==> config.mk <==
export PLATFORM = sky130hd
export DESIGN_NAME = uart_rx
export DESIGN_NICKNAME = d
export VERILOG_FILES = /design/src/rtl/uart_pkg.sv /design/src/rtl/uart_rx_sync.sv /design/src/rtl/uart_rx.sv
export SDC_FILE = /design/constraint.sdc
export NUM_CORES = 1
export LEC_CHECK = 0
export ABC_AREA = 1
export BUFFER_PORTS_ARGS = -buffer_cell sky130_fd_sc_hd__buf_4
export CORE_MARGIN = 3
export CORE_UTILIZATION = 45
export DETAILED_ROUTE_END_ITERATION = 7
export GPL_TIMING_DRIVEN = 0
export PLACE_DENSITY = 0.7
export SYNTH_ARGS = -nofsm -noshare
export SYNTH_HDL_FRONTEND = slang
export SYNTH_SLANG_ARGS = --single-unit
==> constraint.sdc <==
create_clock -name clk -period 1.5 [get_ports clk]
set_clock_uncertainty 0.1 [all_clocks]
set_input_delay 0 -clock clk [delete_from_list [all_inputs] [get_ports clk]]
set_output_delay 0 -clock clk [all_outputs]
set_load 0.02 [all_outputs]
==> src/rtl/uart_pkg.sv <==
// Shared definitions for the uart_rx serial receiver: config addresses,
// parity encodings, error bit positions and the receiver FSM states.
package uart_pkg;

    localparam logic [3:0] ADDR_PARITY = 4'h5;
    localparam logic [3:0] ADDR_STOP   = 4'h6;

    typedef enum logic [1:0] {
        PAR_NONE     = 2'b00,
        PAR_ODD      = 2'b01,
        PAR_EVEN     = 2'b10,
        PAR_NONE_ALT = 2'b11
    } parity_mode_e;

    localparam int ERR_PARITY = 0;
    localparam int ERR_FRAME  = 1;

    typedef enum logic [2:0] {
        S_IDLE,
        S_START,
        S_DATA,
        S_PARITY,
        S_STOP
    } state_e;

    function automatic logic parityEnabled(input parity_mode_e mode);
        return (mode == PAR_ODD) || (mode == PAR_EVEN);
    endfunction

endpackage

==> src/rtl/uart_rx_sync.sv <==
// Multi-flop synchronizer for the asynchronous serial line, with a
// one-cycle falling-edge strobe on the synchronized output.
module uart_rx_sync #(
    parameter int SYNC_STAGES = 2
) (
    input  logic clk_i,
    input  logic rst_i,
    input  logic rx_i,
    output logic rx_o,
    output logic fall_o
);

    logic [SYNC_STAGES-1:0] stages_q;
    logic                   prev_q;

    // Flops reset to the idle-high line level so reset never looks like a start edge.
    always_ff @(posedge clk_i) begin
        if (rst_i) begin
            stages_q <= '1;
            prev_q   <= 1'b1;
        end else begin
            stages_q <= {stages_q[SYNC_STAGES-2:0], rx_i};
            prev_q   <= stages_q[SYNC_STAGES-1];
        end
    end

    assign rx_o   = stages_q[SYNC_STAGES-1];
    assign fall_o = prev_q & ~stages_q[SYNC_STAGES-1];

endmodule

==> src/rtl/uart_rx.sv <==
// 16x-oversampled 8N1/8E1/8O1 (one or two stop bits) serial receiver
// with a small valid/ready configuration write port.
module uart_rx
    import uart_pkg::*;
#(
    parameter int OVERSAMPLE  = 16,
    parameter int SYNC_STAGES = 2
) (
    input  logic       clk,
    input  logic       rst_n,
    input  logic       in,
    input  logic       clkinVGA,
    input  logic       c_valid,
    input  logic [3:0] c_addr,
    input  logic [7:0] c_data,
    output logic       c_ready,
    output logic [1:0] error,
    output logic       valid_error,
    output logic [7:0] out,
    output logic       valid_out
);

    localparam int                CNT_W = $clog2(OVERSAMPLE);
    localparam logic [CNT_W-1:0] MID   = CNT_W'(OVERSAMPLE / 2 - 1);
    localparam logic [CNT_W-1:0] LAST  = CNT_W'(OVERSAMPLE - 1);

    logic rxSync;
    logic rxFall;

    uart_rx_sync #(
        .SYNC_STAGES(SYNC_STAGES)
    ) u_sync (
        .clk_i (clk),
        .rst_i (rst_n),
        .rx_i  (in),
        .rx_o  (rxSync),
        .fall_o(rxFall)
    );

    state_e           state_q;
    logic [CNT_W-1:0] cnt_q;
    logic [CNT_W-1:0] cnt_d;
    logic [2:0]       bitIdx_q;
    logic [7:0]       shift_q;
    logic             parErr_q;
    logic             frmErr_q;
    logic             stopIdx_q;
    logic [7:0]       out_q;
    logic             validOut_q;
    logic             validError_q;
    logic [1:0]       error_q;
    logic             cReady_q;
    parity_mode_e     parMode_q;
    logic             twoStop_q;

    logic midBit;
    logic cfgWrite;
    logic parityBad;
    logic stopBad;
    logic unusedInputs;

    assign cnt_d        = (cnt_q == LAST) ? '0 : cnt_q + 1'b1;
    assign midBit       = (cnt_q == MID);
    assign cfgWrite     = c_valid && cReady_q;
    assign parityBad    = (^{shift_q, rxSync}) ^ (parMode_q == PAR_ODD);
    assign stopBad      = frmErr_q | ~rxSync;
    assign unusedInputs = ^{clkinVGA, c_data[7:2]};

    // c_ready is only raised in IDLE, so config can never change under a frame in flight.
    always_ff @(posedge clk) begin
        if (rst_n) begin
            state_q      <= S_IDLE;
            cnt_q        <= '0;
            bitIdx_q     <= '0;
            shift_q      <= '0;
            parErr_q     <= 1'b0;
            frmErr_q     <= 1'b0;
            stopIdx_q    <= 1'b0;
            out_q        <= '0;
            validOut_q   <= 1'b0;
            validError_q <= 1'b0;
            error_q      <= '0;
            cReady_q     <= 1'b0;
            parMode_q    <= PAR_NONE;
            twoStop_q    <= 1'b0;
        end else begin
            validOut_q   <= 1'b0;
            validError_q <= 1'b0;
            cnt_q        <= cnt_d;

            if (cfgWrite) begin
                case (c_addr)
                    ADDR_PARITY: parMode_q <= parity_mode_e'(c_data[1:0]);
                    ADDR_STOP:   twoStop_q <= c_data[0];
                    default:     ;
                endcase
            end

            case (state_q)
                S_IDLE: begin
                    cReady_q <= 1'b1;
                    if (rxFall) begin
                        state_q  <= S_START;
                        cnt_q    <= '0;
                        cReady_q <= 1'b0;
                    end
                end
                S_START: begin
                    if (midBit) begin
                        if (rxSync) begin
                            state_q  <= S_IDLE;
                            cReady_q <= 1'b1;
                        end else begin
                            state_q  <= S_DATA;
                            bitIdx_q <= '0;
                            parErr_q <= 1'b0;
                            frmErr_q <= 1'b0;
                        end
                    end
                end
                S_DATA: begin
                    if (midBit) begin
                        shift_q <= {rxSync, shift_q[7:1]};
                        if (bitIdx_q == 3'd7) begin
                            state_q   <= parityEnabled(parMode_q) ? S_PARITY : S_STOP;
                            stopIdx_q <= 1'b0;
                        end else begin
                            bitIdx_q <= bitIdx_q + 3'd1;
                        end
                    end
                end
                S_PARITY: begin
                    if (midBit) begin
                        parErr_q <= parityBad;
                        state_q  <= S_STOP;
                    end
                end
                S_STOP: begin
                    if (midBit) begin
                        if (twoStop_q && !stopIdx_q) begin
                            frmErr_q  <= stopBad;
                            stopIdx_q <= 1'b1;
                        end else begin
                            // Byte is published even on error so software can inspect it.
                            out_q    <= shift_q;
                            state_q  <= S_IDLE;
                            cReady_q <= 1'b1;
                            if (parErr_q || stopBad) begin
                                validError_q        <= 1'b1;
                                error_q[ERR_PARITY] <= parErr_q;
                                error_q[ERR_FRAME]  <= stopBad;
                            end else begin
                                validOut_q <= 1'b1;
                            end
                        end
                    end
                end
                default: state_q <= S_IDLE;
            endcase
        end
    end

    assign c_ready     = cReady_q;
    assign error       = error_q;
    assign valid_error = validError_q;
    assign out         = out_q;
    assign valid_out   = validOut_q;

endmodule

# [Yosys cells after proc, flatten, opt, wreduce, memory -nomap -nowiden]
# Cells that the tools add are included.
[classes] addsub=2 muxes=38 n_reduce_logical=24 eq_ne=22 bitwise_logic=7
[op_table] op="3-bit two-way mux" count=12
[op_table] op="2-bit != test (second input constant)" count=10
[op_table] op="5-bit AND reduction" count=4
[op_table] op="1-bit two-way mux" count=16
[op_table] op="3-bit case mux with 5 select lines" count=1
[op_table] op="4-bit by 3-bit equality test with 1-bit output (second input constant)" count=3
[op_table] op="4-bit two-way mux" count=3
[op_table] op="9-bit parity" count=1
[op_table] op="4-bit AND reduction" count=2
[op_table] op="2-bit nonzero test" count=4
[op_table] op="7-bit AND reduction" count=1
[op_table] op="3-bit by 2-bit equality test with 1-bit output (second input constant)" count=2
[op_table] op="3-bit equality test (second input constant)" count=2
[op_table] op="1-bit case mux with 2 select lines" count=3
[op_table] op="3-bit case mux with 2 select lines" count=1
[op_table] op="2-bit AND reduction" count=3
[op_table] op="4-bit by 1-bit adder with 4-bit output (second input constant)" count=1
[op_table] op="4-bit equality test (second input constant)" count=1
[op_table] op="1-bit inverter" count=4
[op_table] op="4-bit OR reduction" count=1
[op_table] op="3-bit by 1-bit adder with 3-bit output (second input constant)" count=1
[op_table] op="3-bit by 1-bit equality test with 1-bit output (second input constant)" count=1
[op_table] op="3-bit zero test" count=1
[op_table] op="1-bit case mux with 3 select lines" count=1
[op_table] op="12 further kinds" count=14
[totals] inputBits=17 register_bits=40 elab_cells=109

# [Depth between registers and ports, before layout]
[depth] ltp_word=6 ltp_mapped=11

# [Cells and area by module]
# From an unflattened synthesis, not the netlist that was laid out.
[hier_totals] cells_unflattened=259 hier_area_um2=1889.3
[by_module_without_submodules] module="uart_rx" area_each_um2=1795.5 seq_area_each_um2=740.7 n_inst=1 cells_each=247
[by_module_without_submodules] module="uart_rx_sync" area_each_um2=93.8 seq_area_each_um2=60.1 n_inst=1 cells_each=12

# [Worst setup path before layout]
# No wires, ideal clock.
[synth_timing] path_kind="reg2reg" startpoint="reg cnt_q[0]" endpoint="reg bitIdx_q[2]" setup_ns=0.129 path_slack_ns=-0.023 t_required_ns=1.271 arrival_ns=1.294 stages_incl_launch_ff=11 path_cell_list="dfxtp_1 > ha_1 > nand2_2 > nor2_4 > inv_2 > nor2_1 > nor2_1 > a21oi_1 > inv_1 > nand2_1 > a21oi_1"
[synth_via] elab_chain_cells=3 elab_cells_between_ends=4 classes_between="eq/ne (3); reduce/logical (1)"
[synth_lines] element="start, declared" line_no="uart_rx.sv:41" rtl="logic [CNT_W-1:0] cnt_q;"
[synth_lines] element="start signal, assigned" line_no="uart_rx.sv:89" rtl="cnt_q <= cnt_d;"
[synth_lines] element="4-bit by 3-bit equality test with 1-bit output *" line_no="uart_rx.sv:63" rtl="assign midBit = (cnt_q == MID);"
[synth_lines] element="2-bit != test (no source line)"
[synth_lines] element="5-bit AND reduction (no source line) *"
[synth_lines] element="end signal, assigned" line_no="uart_rx.sv:128" rtl="bitIdx_q <= bitIdx_q + 3'd1;"
[synth_lines] element="end, declared" line_no="uart_rx.sv:43" rtl="logic [2:0] bitIdx_q;"
# Mark *: on every way between the ends. The rest lies on a longest branch, timed or not.
# A chain may end at the register's enable or synchronous reset.

# [Worst setup path in the final report]
[layout_timing] startpoint="reg cnt_q[0]" endpoint="reg shift_q[2]"
[layout_via] elab_chain_cells=2
[layout_lines] element="4-bit by 3-bit equality test with 1-bit output" line_no="uart_rx.sv:63"
[layout_lines] element="2-bit AND reduction (no source line)"
[layout_lines] element="end signal, assigned" line_no="uart_rx.sv:123" rtl="shift_q <= {rxSync, shift_q[7:1]};"
[layout_lines] element="end, declared" line_no="uart_rx.sv:44" rtl="logic [7:0] shift_q;"
# No other way between the ends.

==> flow_summary.ini <==
[outcome]
status = finished with violations
violations = setup timing

[global_routing]
grt.overflow.total = 0
grt_max_degree = 13
grt.met1_usage_pct = 21.7
grt_pass1_vias = 1600
grt_pass1_wl_mm = 7.11
met2_usage_pct = 30.2
use_met3_pct = 3.88
grt.total_usage_pct = 17.8
antenna_found_initial = 0
top_usage_layer = met2

[sta]
hold_viol = 0
finalSetupViolCount = 13
report.final.slew_viol_count = 0
rsz0062_at_grt = true
max_slew_margin_pct = 77.6
postLayoutSetupSlackWorst_ps = -52.2
worstMarginPinSlew_ps = 336
final.min_clock_period_ps = 1550
fmax_mhz = 644
period_share_pct = 103

[cells_and_area]
area_growth_pct = 32.7
final_layout_size_suffix_gt1_share_pct = 26.8
design_area_um2 = 2480
fin_nets = 330
n_antenna_cell = 0
final_cell_count_no_fill = 358
nFillCells = 322

[power]
power_frac_comb_pct = 27.5
power.leakage_nw = 1.11
powerDensity_nw_per_um2 = 1170
p_int_mw = 1.93
clkPwrFrac_pct = 30.0
netSwitchingPower_uw = 960
vdd_drop_max_mv = 0.682
netSwitchingFraction_pct = 33.2
seq_power_share_pct = 42.4

[yosys]
ys_ff_latch = 40
synth_warnings = 0
synth_cells = 257
synth_seq_area_share_pct = 42.9
syn_area_um2 = 1870
avgSynthCellArea_um2 = 7.26
yosysUniqueCellTypes = 30
synth_edf_count = 0
synth_top_flop_cell = dfxtp_1
synth_area_leaders = dfxtp_1 (43%), nand2_1 (9.9%), a21oi_1 (7.5%), o21ai_0 (7.5%), inv_1 (7.0%)
synth_nets = 278
synthArstFlopShare_pct = 0
yosys.area.top_type_share_pct = 42.9
synth_largest_area_cell = dfxtp_1

[worst_setup_path]
worstSetupPathType = reg2reg
critPathLaunchType = flop
worstPathMaxFanout = 8
required_ps = 1630
arrival_ps = 1680
cp-end-kind = flop

[clock_network]
clkLatencyLatePin_ps = 290
clk_pin_slew_ps = 80
cts-root-buf = clkbuf_8
h-tree-depth = 2
cts.sinks = 40
clockBufferDepth = 2
cts_tree = done
numCtsBuffers = 5

[floorplanning]
rows = 22
die_area_um2 = 4960
die_y_um = 70.4
start_util_pct = 48.8
die_w_um = 70.4
core_um2 = 3830
io_pins = 30

[place]
placed_cell_area_um2 = 2090
port_buffers = 21
hpwl_mm = 2.69
place_inst = 326
globalplace.congestion = 0.871
post-place-ws_ps = -142

[route]
antenna_left = 0
num_vias = 1736
viasPerCell = 4.85
drt-wirelength-per-cell_um = 12.0
dr.pass1.iters = 4
first_iter_violations = 60
drc = 0
routed_wl_mm = 4.28

[run]
drv_cap = 0

[min_path]
hold_path_class = in2reg
[sequential cells by signal, indices dropped and copies added, names as in the netlist, 2 cells and up]
register         cells
bitIdx_q             3
u_sync.stages_q      2
parMode_q            2
state_q              3
shift_q              8
error                2
out                  8
cnt_q                4
[power groups by stage]
stage | Sequential (mW) | Combinational, mW | Clock, mW
floorplan | 1.24 | 0.551 | 0
global placement | 1.24 | 0.693 | 0
detailed placement | 1.24 | 0.702 | 0
CTS | 1.22 | 0.755 | 0.879
global route | 1.24 | 0.909 | 0.925
finish | 1.23 | 0.797 | 0.869
[repair_timing]
action	4_1_cts	5_1_grt
endpoints found under the hold margin	10	0
pin swaps	6	1
endpoints found under the setup margin	24	29
hold buffers	9	0
resized for setup	9	19
cloned	1	1
buffers inserted	8	5
[worst max-delay path: stages (launching register included)]
cell and delay, ps:
dfxtp_2 360, ha_4 160, nand2_4 60, nor2_4 150, inv_4 100, nor2_4 120
buf_4 140, buf_4 100, o21ai_0 80, a21oi_1 130
[final cells by class]
type | count | area (um^2) | area share [%]
repair buffers | 45 | 364 | 14.7
clock inverters | 2 | 35.0 | 1.41
flip-flops and latches | 40 | 807 | 32.6
multi-input cells | 173 | 952 | 38.4
inverters | 38 | 145 | 5.86
plain buffers | 6 | 41.3 | 1.67
well taps | 48 | 60.1 | 2.42
clock buffers | 6 | 72.6 | 2.93
[path summary, 6_finish.rpt]
check                                        start                  to  slack [ps]  cells past startpoint
worst max-delay path                      cnt_q[0]          shift_q[2]         -50                      9
worst min-delay path                     c_addr[2]        parMode_q[0]          20                      5
worst max register to register            cnt_q[0]          shift_q[2]         -50                      9
worst min register to register  u_sync.stages_q[0]  u_sync.stages_q[1]         320                      1
[cell usage in the layout (no fill, tap or decap), types with 3 or more instances in the layout]
| master | netlist | routed |
|---|---|---|
| dfxtp_1 | 40 | 35 |
| dfxtp_2 | 0 | 5 |
| a21oi_1 | 28 | 24 |
| buf_6 | 1 | 3 |
| a21oi_2 | 0 | 4 |
| dlygate4sd3_1 | 0 | 9 |
| buf_4 | 1 | 35 |
| nor2_4 | 4 | 7 |
| nor2_1 | 25 | 23 |
| nand2_1 | 49 | 47 |
| o21ai_0 | 28 | 26 |
| inv_2 | 3 | 4 |
| clkbuf_8 | 0 | 5 |
| nand3_1 | 11 | 10 |
| inv_1 | 35 | 33 |
[metrics by stage]
| stage | total power [mW] | TNS [ps] | hold slack [ps] | util, % |
|---|---|---|---|---|
| 3_5_place_dp | 1.94 | -1580 | 88.3 | 54.7 |
| 5_1_grt | 3.08 | -2680 | 47.6 | 64.7 |
| 3_3_place_gp | 1.93 | -1060 | 84.8 | 54.7 |
| 4_1_cts | 2.86 | -32.2 | 20.8 | 62.5 |
| 2_1_floorplan | 1.79 | 0 | 3.81 | - |
| 6_report | 2.89 | -346 | 22.1 | 64.7 |
[metal layers]
layer	routed length, um	share of wire (%)	vias up
li1	-	-	931
met1	1900	44	780
met2	2200	51	21
met3	130	3.0	4
met4	44	1.0	0
met5	0	0	-
[cell families after synthesis]
family                     after synthesis  synth area share, %
xor gates and xnor gates                 4                 1.88
DFF                                     40                 42.9
buffers and inverters                   44                 9.58
AOI/OAI and AO/OA                       59                 16.4
and+or+nand+nor                        106                 26.5
adders and majority gates                4                 2.68
[Yosys cell counts, types with 3 or more instances]
| cell type | n |
|---|---|
| a21oi_1 | 28 |
| dfxtp_1 | 40 |
| ha_1 | 4 |
| inv_1 | 35 |
| inv_2 | 3 |
| nand2_1 | 49 |
| nand3_1 | 11 |
| nor2_1 | 25 |
| nor2_2 | 3 |
| nor2_4 | 4 |
| o21ai_0 | 28 |
(Power assumes the default switching activity.)
